<file path="src/rtl/axis_fifo_packetizer.sv">
`default_nettype none
// ============================================================================
// Module      : axis_fifo_packetizer
// Description : Pulls words from a standard-mode FIFO (1-cycle read latency)
//               and emits AXI-Stream packets of runtime-programmable length.
//               A 2-entry skid buffer absorbs the read latency so output
//               backpressure is fully honoured without losing words.
//               tuser marks the first beat, tlast the final beat.
// Ports       : clk, rst          - clock, synchronous active-high reset
//               i_enable          - start a new packet whenever possible
//               i_pkt_len         - beats per packet, sampled at packet start
//               i_fifo_dout       - FIFO data, valid 1 cycle after rd_en
//               i_fifo_empty      - FIFO empty flag
//               o_fifo_rd_en      - FIFO read strobe
//               m_axis_*          - AXI-Stream master (tdata/tkeep/tvalid/
//                                   tready/tlast/tuser)
//               o_busy            - high when not idle
//               o_pkt_count       - completed packets, wrapping
// Revision    : 1.0 - initial release
// ============================================================================
module axis_fifo_packetizer #(
    parameter int DATA_WIDTH = 32,
    parameter int KEEP_WIDTH = DATA_WIDTH / 8,
    parameter int LEN_WIDTH  = 16,
    parameter int CNT_WIDTH  = 32
) (
    input  logic                  clk,
    input  logic                  rst,
    input  logic                  i_enable,
    input  logic [LEN_WIDTH-1:0]  i_pkt_len,
    input  logic [DATA_WIDTH-1:0] i_fifo_dout,
    input  logic                  i_fifo_empty,
    output logic                  o_fifo_rd_en,
    output logic [DATA_WIDTH-1:0] m_axis_tdata,
    output logic [KEEP_WIDTH-1:0] m_axis_tkeep,
    output logic                  m_axis_tvalid,
    input  logic                  m_axis_tready,
    output logic                  m_axis_tlast,
    output logic                  m_axis_tuser,
    output logic                  o_busy,
    output logic [CNT_WIDTH-1:0]  o_pkt_count
);

    localparam logic [LEN_WIDTH-1:0] c_len_one = LEN_WIDTH'(1);
    localparam logic [CNT_WIDTH-1:0] c_cnt_one = CNT_WIDTH'(1);

    typedef enum logic [1:0] {
        S_IDLE   = 2'd0,
        S_STREAM = 2'd1,
        S_DRAIN  = 2'd2,
        S_DONE   = 2'd3
    } state_t;

    state_t                r_state;
    state_t                w_state_next;
    logic [LEN_WIDTH-1:0]  r_len;
    logic [LEN_WIDTH-1:0]  r_req;
    logic [LEN_WIDTH-1:0]  r_sent;
    logic [1:0]            r_occ;
    logic                  r_infl;
    logic [DATA_WIDTH-1:0] r_buf0;
    logic [DATA_WIDTH-1:0] r_buf1;
    logic [CNT_WIDTH-1:0]  r_pkt_count;

    logic                  w_valid;
    logic                  w_pop;
    logic [2:0]            w_level;
    logic                  w_room;
    logic                  w_rd_en;
    logic                  w_start;
    logic                  w_last_beat;

    assign w_valid     = (r_occ != 2'd0);
    assign w_pop       = w_valid & m_axis_tready;
    // Entries held plus the word still coming back from the FIFO; a new read
    // is only safe if it cannot overflow the 2-entry buffer next cycle.
    assign w_level     = {1'b0, r_occ} + {2'b00, r_infl};
    assign w_room      = (w_level < (3'd2 + {2'b00, w_pop}));
    assign w_rd_en     = (r_state == S_STREAM) & ~i_fifo_empty & (r_req < r_len) & w_room;
    assign w_start     = (r_state == S_IDLE) & i_enable & ~i_fifo_empty & (i_pkt_len != '0);
    assign w_last_beat = (r_sent == (r_len - c_len_one));

    always_comb begin
        w_state_next = r_state;
        case (r_state)
            S_IDLE: begin
                if (w_start) begin
                    w_state_next = S_STREAM;
                end
            end
            S_STREAM: begin
                if ((r_req == r_len) && !r_infl) begin
                    w_state_next = S_DRAIN;
                end
            end
            S_DRAIN: begin
                // The final beat may already have gone out while streaming.
                if ((r_sent == r_len) || (w_pop && w_last_beat)) begin
                    w_state_next = S_DONE;
                end
            end
            S_DONE: begin
                w_state_next = S_IDLE;
            end
            default: begin
                w_state_next = S_IDLE;
            end
        endcase
    end

    always_ff @(posedge clk) begin
        if (rst) begin
            r_state     <= S_IDLE;
            r_len       <= '0;
            r_req       <= '0;
            r_sent      <= '0;
            r_occ       <= 2'd0;
            r_infl      <= 1'b0;
            r_buf0      <= '0;
            r_buf1      <= '0;
            r_pkt_count <= '0;
        end else begin
            r_state <= w_state_next;
            r_infl  <= w_rd_en;

            if (w_start) begin
                r_len  <= i_pkt_len;
                r_req  <= '0;
                r_sent <= '0;
            end else begin
                if (w_rd_en) begin
                    r_req <= r_req + c_len_one;
                end
                if (w_pop) begin
                    r_sent <= r_sent + c_len_one;
                end
            end

            if (r_state == S_DONE) begin
                r_pkt_count <= r_pkt_count + c_cnt_one;
            end

            // Skid buffer: buf0 is the head; the returning word lands behind
            // whatever survives this cycle's pop.
            case ({r_infl, w_pop})
                2'b10: begin
                    if (r_occ == 2'd0) begin
                        r_buf0 <= i_fifo_dout;
                    end else begin
                        r_buf1 <= i_fifo_dout;
                    end
                    r_occ <= r_occ + 2'd1;
                end
                2'b01: begin
                    r_buf0 <= r_buf1;
                    r_occ  <= r_occ - 2'd1;
                end
                2'b11: begin
                    if (r_occ == 2'd1) begin
                        r_buf0 <= i_fifo_dout;
                    end else begin
                        r_buf0 <= r_buf1;
                        r_buf1 <= i_fifo_dout;
                    end
                end
                default: begin
                end
            endcase
        end
    end

    assign o_fifo_rd_en  = w_rd_en;
    assign m_axis_tdata  = r_buf0;
    assign m_axis_tkeep  = '1;
    assign m_axis_tvalid = w_valid;
    assign m_axis_tuser  = w_valid & (r_sent == '0);
    assign m_axis_tlast  = w_valid & w_last_beat;
    assign o_busy        = (r_state != S_IDLE);
    assign o_pkt_count   = r_pkt_count;

endmodule
`default_nettype wire

</file>
<file path="config.mk">
export PLATFORM = sky130hd
export DESIGN_NAME = axis_fifo_packetizer
export DESIGN_NICKNAME = d
export VERILOG_FILES = /design/src/rtl/axis_fifo_packetizer.sv
export SDC_FILE = /design/constraint.sdc
export NUM_CORES = 1
export LEC_CHECK = 0
export ABC_CLOCK_PERIOD_IN_PS = 3100
export BUFFER_PORTS_ARGS = -buffer_cell sky130_fd_sc_hd__buf_2
export CAP_MARGIN = 20
export CORE_MARGIN = 3
export CORE_UTILIZATION = 51
export CTS_CLUSTER_SIZE = 28
export DETAILED_ROUTE_END_ITERATION = 12
export PLACE_DENSITY_LB_ADDON = 0.12
export SYNTH_ARGS = -nofsm -noshare
export SYNTH_HDL_FRONTEND = slang
export SYNTH_SLANG_ARGS = --single-unit
</file>
<file path="constraint.sdc">
create_clock -name clk -period 3.1 [get_ports clk]
set_clock_uncertainty 0.2 [all_clocks]
set_input_delay 0.93 -clock clk [delete_from_list [all_inputs] [get_ports clk]]
set_output_delay 0.93 -clock clk [all_outputs]
set_load 0.02 [all_outputs]
</file>
After elaboration in Yosys (flattened, before gate mapping)
Index checks and enable logic that the tools add are counted.

operators by class
  $add $sub $neg = 8
  magnitude comparators = 2
  eq/ne operators = 16
  muxes and demuxes = 11
  bitwise logic cells = 10
  reduce and logical (&&, ||, !) cells = 17

operators with widths
  cell                   count
  $mux 32                4
  $pmux 32 s3            1
  $pmux 32 s2            1
  $eq 16x16->1           3
  $add 16x1->16 const B  2
  $add 32x1->32 const B  1
  $logic_not 16->1       1
  $lt 16x16->1           1
  $reduce_bool 16->1     1
  $sub 16x1->16 const B  1
  $ne 2x2->1 const B     5
  $and 1x1->1            9
  $eq 2x2->1 const B     4
  $pmux 2 s4             1
  $reduce_bool 2->1      4
  $eq 2x1->1 const B     3
  $mux 2                 3
  $reduce_and 3->1       2
  $logic_not 2->1        2
  $pmux 2 s2             1
  $add 2x1->3            1
  $add 2x1->3 const A    1
  $lt 3x3->1             1
  $reduce_bool 3->1      1
  other kinds (9)        10

word-level totals
  flip-flop bits (word level) = 149
  input port bits = 53
  output and inout bits = 73
  word-level logic and storage cells = 73

Longest topological paths before layout
  depth after elaboration = 6
  mapped depth = 12
  gate-level depth less buffers = 10

Least setup slack after synthesis
OpenSTA, ideal clock, no wires.

  kind = register to output
  start point = register r_len[5]
  end point = output o_fifo_rd_en
  data arrival time = 2.314 ns
  data required time = 1.970 ns
  path slack = -0.344 ns
  stages on the path, launching flop included = 11
  path buffers = 3
  path through = dfxtp_1 -> clkbuf_1 -> inv_1 -> ha_1 -> a21o_1 -> a21o_1 -> a21o_1 -> o21a_1 -> clkbuf_1 -> clkbuf_1 -> nor2_1

between the ends
  word-level cells in the longest chain between the ends = 3

RTL lines
  item                       RTL line  source
  start: declaration         56        logic [LEN_WIDTH-1:0] r_len;
  start signal: assignment   127       r_len <= i_pkt_len;
  $lt 16x16->1               79        assign w_rd_en = (r_state == S_STREAM) & ~i_fifo_empty & (r_req < r_len) & w_room;
  $and 1x1->1 (2 in series)  79
  end: declaration           33        output logic o_fifo_rd_en,

No other way between the ends.

Worst setup path in the final report
  start point = register r_len[0]
  end point = output m_axis_tlast

between the ends
  word-level cells in the longest chain between the ends = 3

RTL lines
  item              RTL line  source
  $sub 16x1->16     81        assign w_last_beat = (r_sent == (r_len - c_len_one));
  $eq 16x16->1      81
  $and 1x1->1       177       assign m_axis_tlast = w_valid & w_last_beat;
  end: declaration  38        output logic m_axis_tlast,

No other way between the ends.

==> results.sh <==
export IMPL_run_status="finished with violations"
export IMPL_failing_checks="setup timing"
export IMPL_synth_edf_count=0
export IMPL_timing_critical_path_fanout_max=4
export IMPL_maxSlewViolCount=0
export IMPL_hold_depth=2
export IMPL_synth_yosys_warnings=0
export IMPL_fin_hold_ws_ns=0.254
export IMPL_worst_ir_drop_vdd_uv=584
export IMPL_finish_utilization_pct=65.0
export IMPL_die_w_um=126
export IMPL_worst_slew_pin_transition_ns=0.801
export IMPL_netlist_area_pre_place_um2=7300
export IMPL_rr_startpoint="r_len[9]$_SDFFE_PP0P_"
export IMPL_placed_cells=1189
export IMPL_detailedPlace_worstSlack_ns=-0.330
export IMPL_syn_avg_cell_area_um2=8.23
export IMPL_crit_path_start_kind="flop"
export IMPL_antenna_cells_inserted=0
export IMPL_core_area_um2=13900
export IMPL_rr_worst_depth=10
export IMPL_drt_wirelength_per_cell_um=15.2
export IMPL_htree_levels=4
export IMPL_antenna_left=0
export IMPL_finalWorstSetupSlack_ns=-0.651
export IMPL_globalRouteTotalUtil_pct=23.2
export IMPL_ctsLongestPathBuffers=2
export IMPL_wl_um=18600
export IMPL_boundaryPins=126
export IMPL_grt_pass1_vias=6341
export IMPL_clock_root_buffer="clkbuf_16"
export IMPL_cpPeakStageDelay_ns=0.57
export IMPL_critical_path_cell_chain="or4_4 -> nor4b_4 -> nand2_1 -> xor2_1 -> nor3_2 -> nor4b_2 -> and3_4 -> buf_6"
export IMPL_endpoints_failing_hold=0
export IMPL_setup_worst_path_start="r_len[0]$_SDFFE_PP0P_"
export IMPL_cp_num_buf_inv=1
export IMPL_static_leakage_power_uw=0.00364
export IMPL_final_seq_area_um2=2990
export IMPL_route_detailed_vias_per_inst=5.52
export IMPL_floorplan_rows=43
export IMPL_clkTransAtPathRegs_ns=0.06
export IMPL_clock_latency_ns=0.42
export IMPL_filler_instances=1221
export IMPL_worst_ep_arrival_time_ns=2.62
export IMPL_max_freq_ghz=0.267
export IMPL_final_setup_viol_count=2
export IMPL_area_growth_synth_to_final_pct=24.2
export IMPL_dieArea_um2=15800
export IMPL_cellPowerDensity_nw_per_um2=734
export IMPL_portBuffers=121
export IMPL_numCtsBuffers=17
export IMPL_worst_path_stages=8
export IMPL_die_height_um=126
export IMPL_cts_hold_buf=0
export IMPL_cp_required_ns=1.97
export IMPL_synth_sequential_area_ratio_pct=40.9
export IMPL_finalCritPeriodShare_pct=121
export IMPL_grt_first_pass_wirelength_um=30400
export IMPL_postSynthRegisterBits=149
export IMPL_multiInputGateArea_um2=4080
export IMPL_initial_cell_density_of_the_core_pct=52.4
export IMPL_holdCritStartpoint="r_buf1[23]$_SDFFE_PP0P_"
export IMPL_finalPower_uw=6650
export IMPL_final_min_clock_period_ns=3.75
export IMPL_cts_tree="built"
export IMPL_async_flop_share_pct=0
export IMPL_grt_max_degree=119
export IMPL_yosys_most_used_dff="dfxtp_1"
export IMPL_drcViolationCount=0
export IMPL_max_slew_margin_rel_pct=46.4
export IMPL_criticalPathCategory="flop to output pin"
export IMPL_antenna_found_initial=0
export IMPL_detailroute_via_count=6736
export IMPL_maxCapViolCount=0
export IMPL_cp_end_kind="output pin"
export IMPL_final_cells=1221
export IMPL_drt_iter0_drc=383
export IMPL_drt_pass1_iterations=5
export IMPL_post_route_cells_drive_above_1_share_pct=22.2
export IMPL_cell_with_the_largest_stage_delay_on_the_worst_path="or4_4"
export IMPL_crit_family="simple AND/OR/NAND/NOR gates"
export IMPL_syn_instance_count=887
export IMPL_cts_sink_count=149
export IMPL_synth_cell_types=51
export IMPL_grt_setup_unrepaired="true"
export IMPL_hold_wc_path_type="flop to flop"
export IMPL_final_net_count=1115
export IMPL_grt_overflow_total=0
export IMPL_finalWeightedCongestion=0.958
export IMPL_dp_final_hpwl_um=12600
cells by family after synthesis:
family | after synthesis | share of synthesized area (%)
buffers and inverters | 88 | 4.85
other | 1 | 0.0514
DFF | 149 | 40.9
and+or+nand+nor | 351 | 22.9
muxes | 3 | 0.412
adders and majority gates | 33 | 5.66
AOI/OAI and AO/OA | 196 | 17.3
xor gates and xnor gates | 66 | 7.92
metal layers:
layer	share of wire, %	vias up	GRT usage, %	routed length [um]
met1	45	3163	29.0	8350
met3	5.4	20	6.75	1010
met2	48	147	39.4	8980
met4	1.3	0	5.74	240
li1	-	3406	-	-
met5	0	-	0	0
registers in the layout, indices dropped and copies added, names as in the netlist:
name          count
r_buf1           32
r_infl            1
r_state           2
r_sent           16
m_axis_tdata     32
r_req            16
r_len            16
r_occ             2
o_pkt_count      32
worst paths after layout:
path,end,slack [ns]
setup / recovery,m_axis_tlast,-0.65
hold / removal,r_buf1[23]$_SDFFE_PP0P_,0.25
setup reg to reg,r_req[15]$_SDFFE_PP0P_,0.18
hold reg to reg,r_buf1[23]$_SDFFE_PP0P_,0.25
cells in the final DEF (no fill, tap or decap), drive strengths merged, types with 2 or more instances in the layout:
cell type  instances
nand2b             3
o21ai             18
nor4              15
clkinvlp           3
inv               38
buf              174
nor2b              4
a21o               7
a41oi              2
nor3              11
o21a               5
and4               9
ha                33
a21oi             75
nand2            119
and2               2
nor4b              4
conb               4
o31ai             12
a211oi            35
or4               14
and3               9
xor2              40
a22oi             34
nor2              96
clkinv             4
xnor2             26
dfxtp            149
nand3             38
mux2i              3
clkbuf            19
or3                7
nand4             17
cells in the mapped netlist (16+ instances only):
cell type    n  area share, %
nand2_1    119            6.1
xor2_1      40            4.8
a211oi_1    34            3.5
nor2_1      96            4.9
xnor2_1     26            3.1
nand3_1     38            2.6
a21oi_1     75            5.1
o21ai_0     16            1.1
inv_1       33            1.7
dfxtp_1    149             41
nand4_1     17            1.5
ha_1        33            5.7
clkbuf_1    43            2.2
a22oi_1     34            3.5
worst min-delay path, cell delays in order, from the launching register on:
cell     delay, ns
dfxtp_1       0.31
nand2_1       0.05
a21oi_1       0.05
cell type report:
class,count,share of cell area (%)
clock buffers,19,4.89
clock inverters,12,1.34
inverters,34,1.41
multi-input cells,653,45.0
flip-flops and latches,149,33.0
well taps,180,2.48
repair buffers,174,11.9
report_power, final:
| part | leakage (uW) | switching (uW) | internal (uW) | total, uW |
|---|---|---|---|---|
| clock network | 0.000269 | 856 | 1140 | 1990 |
| logic | 0.00216 | 1430 | 892 | 2320 |
| registers | 0.00121 | 155 | 2180 | 2340 |
stage by stage:
stage / TNS [ns] / area [um^2]
floorplan: -0.320 / 7340
global placement: -0.287 / 8400
detailed placement: -0.402 / 8400
CTS: -0.909 / 9030
global route: -1.08 / 9060
finish: -0.915 / 9060
timing repair:
item	in CTS	in global routing
resized for setup	16	6
endpoints found under the setup margin	2	8
pin swaps	3	3
buffers inserted	1	1
Note: power is estimated with default switching activity, not from simulation.
